`src/rtl/reg_adc_chanbank_pkg.sv`:
```
// Shared definitions for the per-channel ADC settings bank: register addresses,
// commit-state encodings and byte-lane helpers for registers up to 16 bits wide.
package reg_adc_chanbank_pkg;

    localparam logic [7:0] CHAN_SELECT_ADDR = 8'h40;
    localparam logic [7:0] CHAN_GAIN_ADDR   = 8'h41;
    localparam logic [7:0] CHAN_LEVEL_ADDR  = 8'h42;
    localparam logic [7:0] CHAN_ENABLE_ADDR = 8'h43;
    localparam logic [7:0] CHAN_COMMIT_ADDR = 8'h44;
    localparam logic [7:0] CHAN_INFO_ADDR   = 8'h45;

    typedef enum logic [1:0] {
        COMMIT_IDLE    = 2'd0,
        COMMIT_PENDING = 2'd1,
        COMMIT_APPLY   = 2'd2
    } commit_state_t;

    // Callers truncate the result to the real register width, so bits past it drop out.
    function automatic logic [15:0] merge_byte16(input logic [15:0] cur, input logic [7:0] data,
                                                 input logic sel0, input logic sel1);
        logic [15:0] res;
        res = cur;
        if (sel0) res[7:0] = data;
        if (sel1) res[15:8] = data;
        return res;
    endfunction

    function automatic logic [7:0] read_byte16(input logic [15:0] val, input logic sel0,
                                               input logic sel1);
        logic [7:0] res;
        res = 8'h00;
        if (sel0) res = val[7:0];
        if (sel1) res = val[15:8];
        return res;
    endfunction

endpackage

```
`src/rtl/reg_adc_chanbank_commit_fsm.sv`:
```
// Commit sequencer for the shadow->live transfer; only present when
// REG_CHANBANK_SHADOW_EN is defined.
`ifdef REG_CHANBANK_SHADOW_EN
module reg_commit_fsm
    import reg_adc_chanbank_pkg::*;
(
    input  logic clk_usb,
    input  logic reset_n,
    input  logic commit_req,
    input  logic abort_req,
    input  logic capture_busy,
    input  logic overrun_clear,
    output logic apply,
    output logic pending,
    output logic done,
    output logic overrun
);
    commit_state_t state;

    assign apply = (state == COMMIT_APPLY);

    always_ff @(posedge clk_usb or negedge reset_n) begin
        if (!reset_n) begin
            state   <= COMMIT_IDLE;
            pending <= 1'b0;
            done    <= 1'b0;
            overrun <= 1'b0;
        end else begin
            done <= (state == COMMIT_APPLY);
            if (overrun_clear)
                overrun <= 1'b0;
            else if (state == COMMIT_PENDING && commit_req && !abort_req)
                overrun <= 1'b1;

            // Abort always wins; a request arriving during APPLY is treated like one from IDLE.
            case (state)
                COMMIT_PENDING: begin
                    if (abort_req) begin
                        state   <= COMMIT_IDLE;
                        pending <= 1'b0;
                    end else if (!capture_busy) begin
                        state   <= COMMIT_APPLY;
                        pending <= 1'b0;
                    end
                end
                default: begin
                    if (abort_req || !commit_req) begin
                        state   <= COMMIT_IDLE;
                        pending <= 1'b0;
                    end else if (capture_busy) begin
                        state   <= COMMIT_PENDING;
                        pending <= 1'b1;
                    end else begin
                        state   <= COMMIT_APPLY;
                        pending <= 1'b0;
                    end
                end
            endcase
        end
    end
endmodule
`endif

```
`src/rtl/reg_adc_chanbank.sv`:
```
// Multi-channel ADC settings register bank on the USB register bus.
// REG_CHANBANK_SHADOW_EN adds shadow registers with an atomic, busy-deferred commit.
module reg_adc_chanbank
    import reg_adc_chanbank_pkg::*;
#(
    parameter int pBYTECNT_SIZE = 7,
    parameter int pNUM_CHANNELS = 4,
    parameter int pGAIN_WIDTH   = 8,
    parameter int pLEVEL_WIDTH  = 12
) (
    input  logic                                   clk_usb,
    input  logic                                   reset_n,
    input  logic [7:0]                             reg_address,
    input  logic [pBYTECNT_SIZE-1:0]               reg_bytecnt,
    input  logic [7:0]                             reg_datai,
    output logic [7:0]                             reg_datao,
    input  logic                                   reg_read,
    input  logic                                   reg_write,
    input  logic                                   capture_busy_i,
    output logic [pNUM_CHANNELS*pGAIN_WIDTH-1:0]   gain_o,
    output logic [pNUM_CHANNELS*pLEVEL_WIDTH-1:0]  trigger_level_o,
    output logic [pNUM_CHANNELS-1:0]               chan_enable_o,
    output logic                                   commit_pending_o,
    output logic                                   commit_done_o
);
    typedef logic [pGAIN_WIDTH-1:0]  gain_t;
    typedef logic [pLEVEL_WIDTH-1:0] level_t;

    logic byte0, byte1, byte2, byte3;
    logic wr_select, wr_gain, wr_level, wr_enable;
    logic [7:0] chan_sel;
    logic [pNUM_CHANNELS-1:0] shadow_en;
    logic [pNUM_CHANNELS*pGAIN_WIDTH-1:0]  shadow_gain;
    logic [pNUM_CHANNELS*pLEVEL_WIDTH-1:0] shadow_level;
    gain_t  sel_gain;
    level_t sel_level;
    logic [7:0]  commit_rd;
    logic [31:0] chan_info;

    assign byte0 = (reg_bytecnt == pBYTECNT_SIZE'(0));
    assign byte1 = (reg_bytecnt == pBYTECNT_SIZE'(1));
    assign byte2 = (reg_bytecnt == pBYTECNT_SIZE'(2));
    assign byte3 = (reg_bytecnt == pBYTECNT_SIZE'(3));

    assign wr_select = reg_write && (reg_address == CHAN_SELECT_ADDR) && byte0;
    assign wr_gain   = reg_write && (reg_address == CHAN_GAIN_ADDR);
    assign wr_level  = reg_write && (reg_address == CHAN_LEVEL_ADDR);
    assign wr_enable = reg_write && (reg_address == CHAN_ENABLE_ADDR) && byte0;

    assign chan_info = {8'(pNUM_CHANNELS), 8'(pGAIN_WIDTH), 8'(pLEVEL_WIDTH), 8'h01};

    always_ff @(posedge clk_usb or negedge reset_n) begin
        if (!reset_n) begin
            chan_sel  <= 8'h00;
            shadow_en <= pNUM_CHANNELS'(1);
        end else begin
            if (wr_select) chan_sel  <= reg_datai;
            if (wr_enable) shadow_en <= reg_datai[pNUM_CHANNELS-1:0];
        end
    end

`ifdef REG_CHANBANK_SHADOW_EN
    logic wr_commit, rd_commit, apply, pending, overrun;

    assign wr_commit = reg_write && (reg_address == CHAN_COMMIT_ADDR) && byte0;
    assign rd_commit = reg_read && (reg_address == CHAN_COMMIT_ADDR);

    reg_commit_fsm u_commit_fsm (
        .clk_usb       (clk_usb),
        .reset_n       (reset_n),
        .commit_req    (wr_commit && reg_datai[0]),
        .abort_req     (wr_commit && reg_datai[1]),
        .capture_busy  (capture_busy_i),
        .overrun_clear (rd_commit),
        .apply         (apply),
        .pending       (pending),
        .done          (commit_done_o),
        .overrun       (overrun)
    );

    assign commit_pending_o = pending;
    assign commit_rd        = {6'b0, pending, overrun};

    always_ff @(posedge clk_usb or negedge reset_n) begin
        if (!reset_n)   chan_enable_o <= pNUM_CHANNELS'(1);
        else if (apply) chan_enable_o <= shadow_en;
    end
`else
    logic unused_busy;

    assign unused_busy      = capture_busy_i;
    assign commit_pending_o = 1'b0;
    assign commit_done_o    = 1'b0;
    assign commit_rd        = 8'h00;
    assign chan_enable_o    = shadow_en;
`endif

    for (genvar n = 0; n < pNUM_CHANNELS; n++) begin : g_chan
        logic   hit;
        gain_t  gain_q;
        level_t level_q;

        assign hit = (chan_sel == 8'(n));
        assign shadow_gain[n*pGAIN_WIDTH +: pGAIN_WIDTH]    = gain_q;
        assign shadow_level[n*pLEVEL_WIDTH +: pLEVEL_WIDTH] = level_q;

        always_ff @(posedge clk_usb or negedge reset_n) begin
            if (!reset_n) begin
                gain_q  <= '0;
                level_q <= '0;
            end else begin
                if (wr_gain && hit)
                    gain_q <= gain_t'(merge_byte16(16'(gain_q), reg_datai, byte0, byte1));
                if (wr_level && hit)
                    level_q <= level_t'(merge_byte16(16'(level_q), reg_datai, byte0, byte1));
            end
        end

`ifdef REG_CHANBANK_SHADOW_EN
        always_ff @(posedge clk_usb or negedge reset_n) begin
            if (!reset_n) begin
                gain_o[n*pGAIN_WIDTH +: pGAIN_WIDTH]            <= '0;
                trigger_level_o[n*pLEVEL_WIDTH +: pLEVEL_WIDTH] <= '0;
            end else if (apply) begin
                gain_o[n*pGAIN_WIDTH +: pGAIN_WIDTH]            <= gain_q;
                trigger_level_o[n*pLEVEL_WIDTH +: pLEVEL_WIDTH] <= level_q;
            end
        end
`else
        assign gain_o[n*pGAIN_WIDTH +: pGAIN_WIDTH]            = gain_q;
        assign trigger_level_o[n*pLEVEL_WIDTH +: pLEVEL_WIDTH] = level_q;
`endif
    end

    // An out-of-range selector matches no channel, so its reads fall back to zero.
    always_comb begin
        sel_gain  = '0;
        sel_level = '0;
        for (int n = 0; n < pNUM_CHANNELS; n++) begin
            if (chan_sel == 8'(n)) begin
                sel_gain  = shadow_gain[n*pGAIN_WIDTH +: pGAIN_WIDTH];
                sel_level = shadow_level[n*pLEVEL_WIDTH +: pLEVEL_WIDTH];
            end
        end
    end

    always_comb begin
        reg_datao = 8'h00;
        if (reg_read) begin
            case (reg_address)
                CHAN_SELECT_ADDR: reg_datao = byte0 ? chan_sel : 8'h00;
                CHAN_GAIN_ADDR:   reg_datao = read_byte16(16'(sel_gain), byte0, byte1);
                CHAN_LEVEL_ADDR:  reg_datao = read_byte16(16'(sel_level), byte0, byte1);
                CHAN_ENABLE_ADDR: reg_datao = byte0 ? 8'(shadow_en) : 8'h00;
                CHAN_COMMIT_ADDR: reg_datao = byte0 ? commit_rd : 8'h00;
                CHAN_INFO_ADDR: begin
                    if (byte0)      reg_datao = chan_info[7:0];
                    else if (byte1) reg_datao = chan_info[15:8];
                    else if (byte2) reg_datao = chan_info[23:16];
                    else if (byte3) reg_datao = chan_info[31:24];
                end
                default: reg_datao = 8'h00;
            endcase
        end
    end

endmodule

```
`config.mk`:
```
export PLATFORM = sky130hd
export DESIGN_NAME = reg_adc_chanbank
export DESIGN_NICKNAME = d
export VERILOG_FILES = /design/src/rtl/reg_adc_chanbank_pkg.sv /design/src/rtl/reg_adc_chanbank_commit_fsm.sv /design/src/rtl/reg_adc_chanbank.sv
export SDC_FILE = /design/constraint.sdc
export NUM_CORES = 1
export LEC_CHECK = 0
export CAP_MARGIN = 5
export CORE_MARGIN = 10
export CORE_UTILIZATION = 51
export DETAILED_ROUTE_END_ITERATION = 8
export DONT_BUFFER_PORTS = 1
export GPL_TIMING_DRIVEN = 0
export PLACE_DENSITY = 0.66
export SLEW_MARGIN = 10
export SYNTH_ARGS = -nofsm -noshare
export SYNTH_HDL_FRONTEND = slang
export SYNTH_SLANG_ARGS = --single-unit
```
`constraint.sdc`:
```
create_clock -name clk_usb -period 5.05 [get_ports clk_usb]
set_clock_uncertainty 0.15 [all_clocks]
set_input_delay 0.505 -clock clk_usb [delete_from_list [all_inputs] [get_ports clk_usb]]
set_output_delay 0.505 -clock clk_usb [all_outputs]
set_load 0.03 [all_outputs]
```
==> results.py <==
metrics = {
    "clock_network": {
        "clock-sinks": 92,
        "cts_tree": "built",
        "clk_pin_slew_ns": 0.09,
        "clk_path_buf_depth": 2,
        "cts_hold_buffers": 2,
        "htreeDepth": 3,
        "clk_latency_ns": 0.37,
        "cts_resized": 0,
        "cts_setup_buffers": 0,
        "cts-root-buf": "clkbuf_8",
        "cts-buffers-inserted": 9,
    },
    "critical_path": {
        "cp.required_ns": 4.39,
        "critPathCaptureType": "output port",
        "cp.arrival_ns": 3.22,
        "cp_max_fo": 10,
        "cp-start-kind": "flop",
        "crit_type": "flop to output port",
        "r2r_cells": 5,
    },
    "global_routing": {
        "grt_max_degree": 93,
        "antenna_found_initial": 0,
        "grt_pass1_vias": 3308,
        "grt.total_usage": 0.204,
        "grt_pass1_wl_um": 20700,
        "busiest_layer": "met2",
        "grt_util_met3": 0.0827,
        "use_met2": 0.300,
        "overflow": 0,
        "met1_usage": 0.273,
    },
    "power": {
        "power_density_nw_per_um2": 273,
        "fin_total_pwr_mw": 1.40,
        "p_switching_uw": 293,
        "pwr-share-seq": 0.527,
        "irDropWorstVdd_mv": 0.148,
        "p_sw_frac": 0.210,
        "clkPwrFrac": 0.446,
        "power.share.combinational": 0.027,
        "p_leak_nw": 2.34,
        "p_int_mw": 1.10,
    },
    "yosys": {
        "avgSynthCellArea_sq_um": 12.8,
        "yosys.area_share.simple": 0.116,
        "synthesis.area_sq_um": 4690,
        "seq_area_frac_synth": 0.491,
        "synthCells": 367,
        "synth_top_family_by_area": "multiplexers",
        "yosys_register_bits": 92,
        "synth_fa_ha_area_frac": 0,
        "ys_types": 55,
        "synth_edf_count": 0,
        "yosysWarnings": 0,
        "synth_compound_area_frac": 0.0910,
        "synthArstFlopShare": 1.00,
        "synth_xor_area_frac": 0,
        "yosys_most_used_dff": "dfrtp_1",
        "synthMuxAreaShare": 0.273,
    },
    "placed_design": {
        "dp_hpwl_um": 10000,
        "portBuffers": 0,
        "gp_congestion": 0.856,
    },
    "sta": {
        "timing.fmax_mhz": 258,
        "final-setup-viol-count": 0,
        "tightest_slew_ns": 0.798,
        "tns_ns": 0,
        "fin_crit_sh": 0.767,
        "relSlewSlack": 0.464,
        "finalMaxSlewViolations": 0,
        "rsz0062_at_grt": "no",
        "layout_min_cycle_time_ns": 3.87,
        "finalHoldViolCount": 0,
    },
    "die": {
        "boundaryPins": 122,
        "num_rows": 34,
        "fp.dieH_um": 116,
        "die_area_sq_um": 13400,
        "die_w_um": 116,
        "core-area_sq_um": 8850,
        "initial_core_util": 0.530,
    },
    "final_layout": {
        "drive_gt1_frac": 0.355,
        "n_antenna_cell": 0,
        "nFillCells": 734,
        "most-common-layout-cells": "dfrtp_1, mux2_2, nor2_1",
        "final_common_cell": "dfrtp_1",
        "layout.nets": 409,
        "synthToLayoutAreaGrowth_pct": 9.26,
        "final_util": 0.579,
    },
    "drt": {
        "wl_per_cell_um": 27.9,
        "drtIter0Drc": 248,
        "post-route-drc-count": 0,
        "via_per_inst": 6.67,
        "finalWirelength_um": 13800,
        "drtAntennaViolNets": 0,
        "via_count": 3296,
        "dr.pass1.iters": 5,
    },
    "min_path": {
        "hold_path_depth": 1,
        "hp-class": "input pin to flop",
    },
    "job": {
        "drv_cap": 0,
    },
    "run_status": {
        "outcome": "finished clean",
    },
}
## power by group through the flow
stage | Combinational [mW] | Sequential [mW] | Clock [mW]
floorplan | 0.0152 | 0.751 | 0
global placement | 0.0202 | 0.751 | 0
detailed placement | 0.0203 | 0.751 | 0
CTS | 0.0384 | 0.737 | 0.633
global route | 0.0421 | 0.737 | 0.664
finish | 0.0376 | 0.737 | 0.623
## worst max-delay path, stage by stage, from the launching register on
cell      delay (ns)
dfrtp_1         0.41
clkbuf_1        0.43
clkbuf_1        0.64
o21ai_0         0.19
a41oi_1         0.21
o21bai_1        0.17
a222oi_1        0.13
o22ai_1         0.65
## layer usage
metal,vias up,share of wire
li1,1418,-
met2,145,0.45
met3,19,0.11
met4,0,0.014
met1,1714,0.42
met5,-,0
## stage by stage
step | setup WS [ns] | hold WS, ns | area (sq um) | cells
after floorplan | 1.92 | 0.0594 | 4690 | 368
after global placement | 1.62 | 0.0639 | 4830 | 476
after detailed placement | 1.65 | 0.0637 | 4830 | 476
after CTS | 1.24 | 0.132 | 5120 | 494
after global routing | 0.951 | 0.124 | 5120 | 494
final | 1.18 | 0.133 | 5120 | 494
## layout make-up
cell class,instances,area [sq um],share of cell area
sequential,92,2300,0.450
clock buffer,11,151,0.0296
multi-input combinational,246,2260,0.441
buffer,25,111,0.0217
tap,108,135,0.0264
clock inverter,5,106,0.0208
timing repair buffer,2,37.5,0.00733
inverter,5,18.8,0.00366
## synth_stat cells (all sizes together) (2+ instances only)
| master | n | area (sq um) |
|---|---|---|
| and3 | 3 | 18.8 |
| a32o | 4 | 40.0 |
| nor4 | 4 | 55.1 |
| nand4 | 4 | 46.3 |
| a22o | 2 | 17.5 |
| a221o | 5 | 50.1 |
| or4b | 2 | 23.8 |
| nor3 | 2 | 21.3 |
| buf | 7 | 43.8 |
| o2111ai | 2 | 17.5 |
| mux4 | 5 | 113 |
| mux2i | 8 | 80.1 |
| nor2 | 25 | 109 |
| nand3 | 6 | 30.0 |
| o221ai | 4 | 35.0 |
| inv | 5 | 18.8 |
| nor2b | 8 | 50.1 |
| and2 | 4 | 25.0 |
| o21ai | 11 | 55.1 |
| nand3b | 4 | 30.0 |
| a222oi | 3 | 30.0 |
| or4 | 3 | 30.0 |
| a21oi | 8 | 40.0 |
| nor4b | 2 | 17.5 |
| nand2 | 6 | 22.5 |
| and4 | 2 | 17.5 |
| a22oi | 4 | 30.0 |
| a41oi | 2 | 17.5 |
| mux2 | 94 | 1090 |
| clkbuf | 18 | 67.6 |
| a311oi | 3 | 26.3 |
| o2bb2ai | 2 | 17.5 |
| nand2b | 2 | 12.5 |
| dfrtp | 91 | 2280 |
| nand4b | 3 | 26.3 |
## final timing paths
kind                              startpoint  slack [ns]              endpoint
worst max-delay path             chan_sel[1]        1.18          reg_datao[1]
worst min-delay path            reg_datai[3]        0.13   g_chan[2].gain_q[3]
worst max register to register   chan_sel[7]        2.11  g_chan[3].level_q[2]
worst min register to register   chan_sel[4]        0.39           chan_sel[4]
max in group asynchronous            reset_n        3.84      chan_enable_o[0]
min in group asynchronous            reset_n        0.55  g_chan[1].level_q[1]
## flip-flops by register name, summed over array words and instances, names as in the netlist
| name | cells |
|---|---|
| chan_sel | 8 |
| g_chan.level_q | 48 |
| chan_enable_o | 4 |
| g_chan.gain_q | 32 |
## cell families after synthesis
| kind of cell | after synthesis |
|---|---|
| multiplexers | 107 |
| flip-flops | 92 |
| AND/OR/NAND/NOR | 81 |
| AO/OA/AOI/OAI | 56 |
| buffers and inverters | 30 |
| other | 1 |
Power figures use the tool's default switching activity.
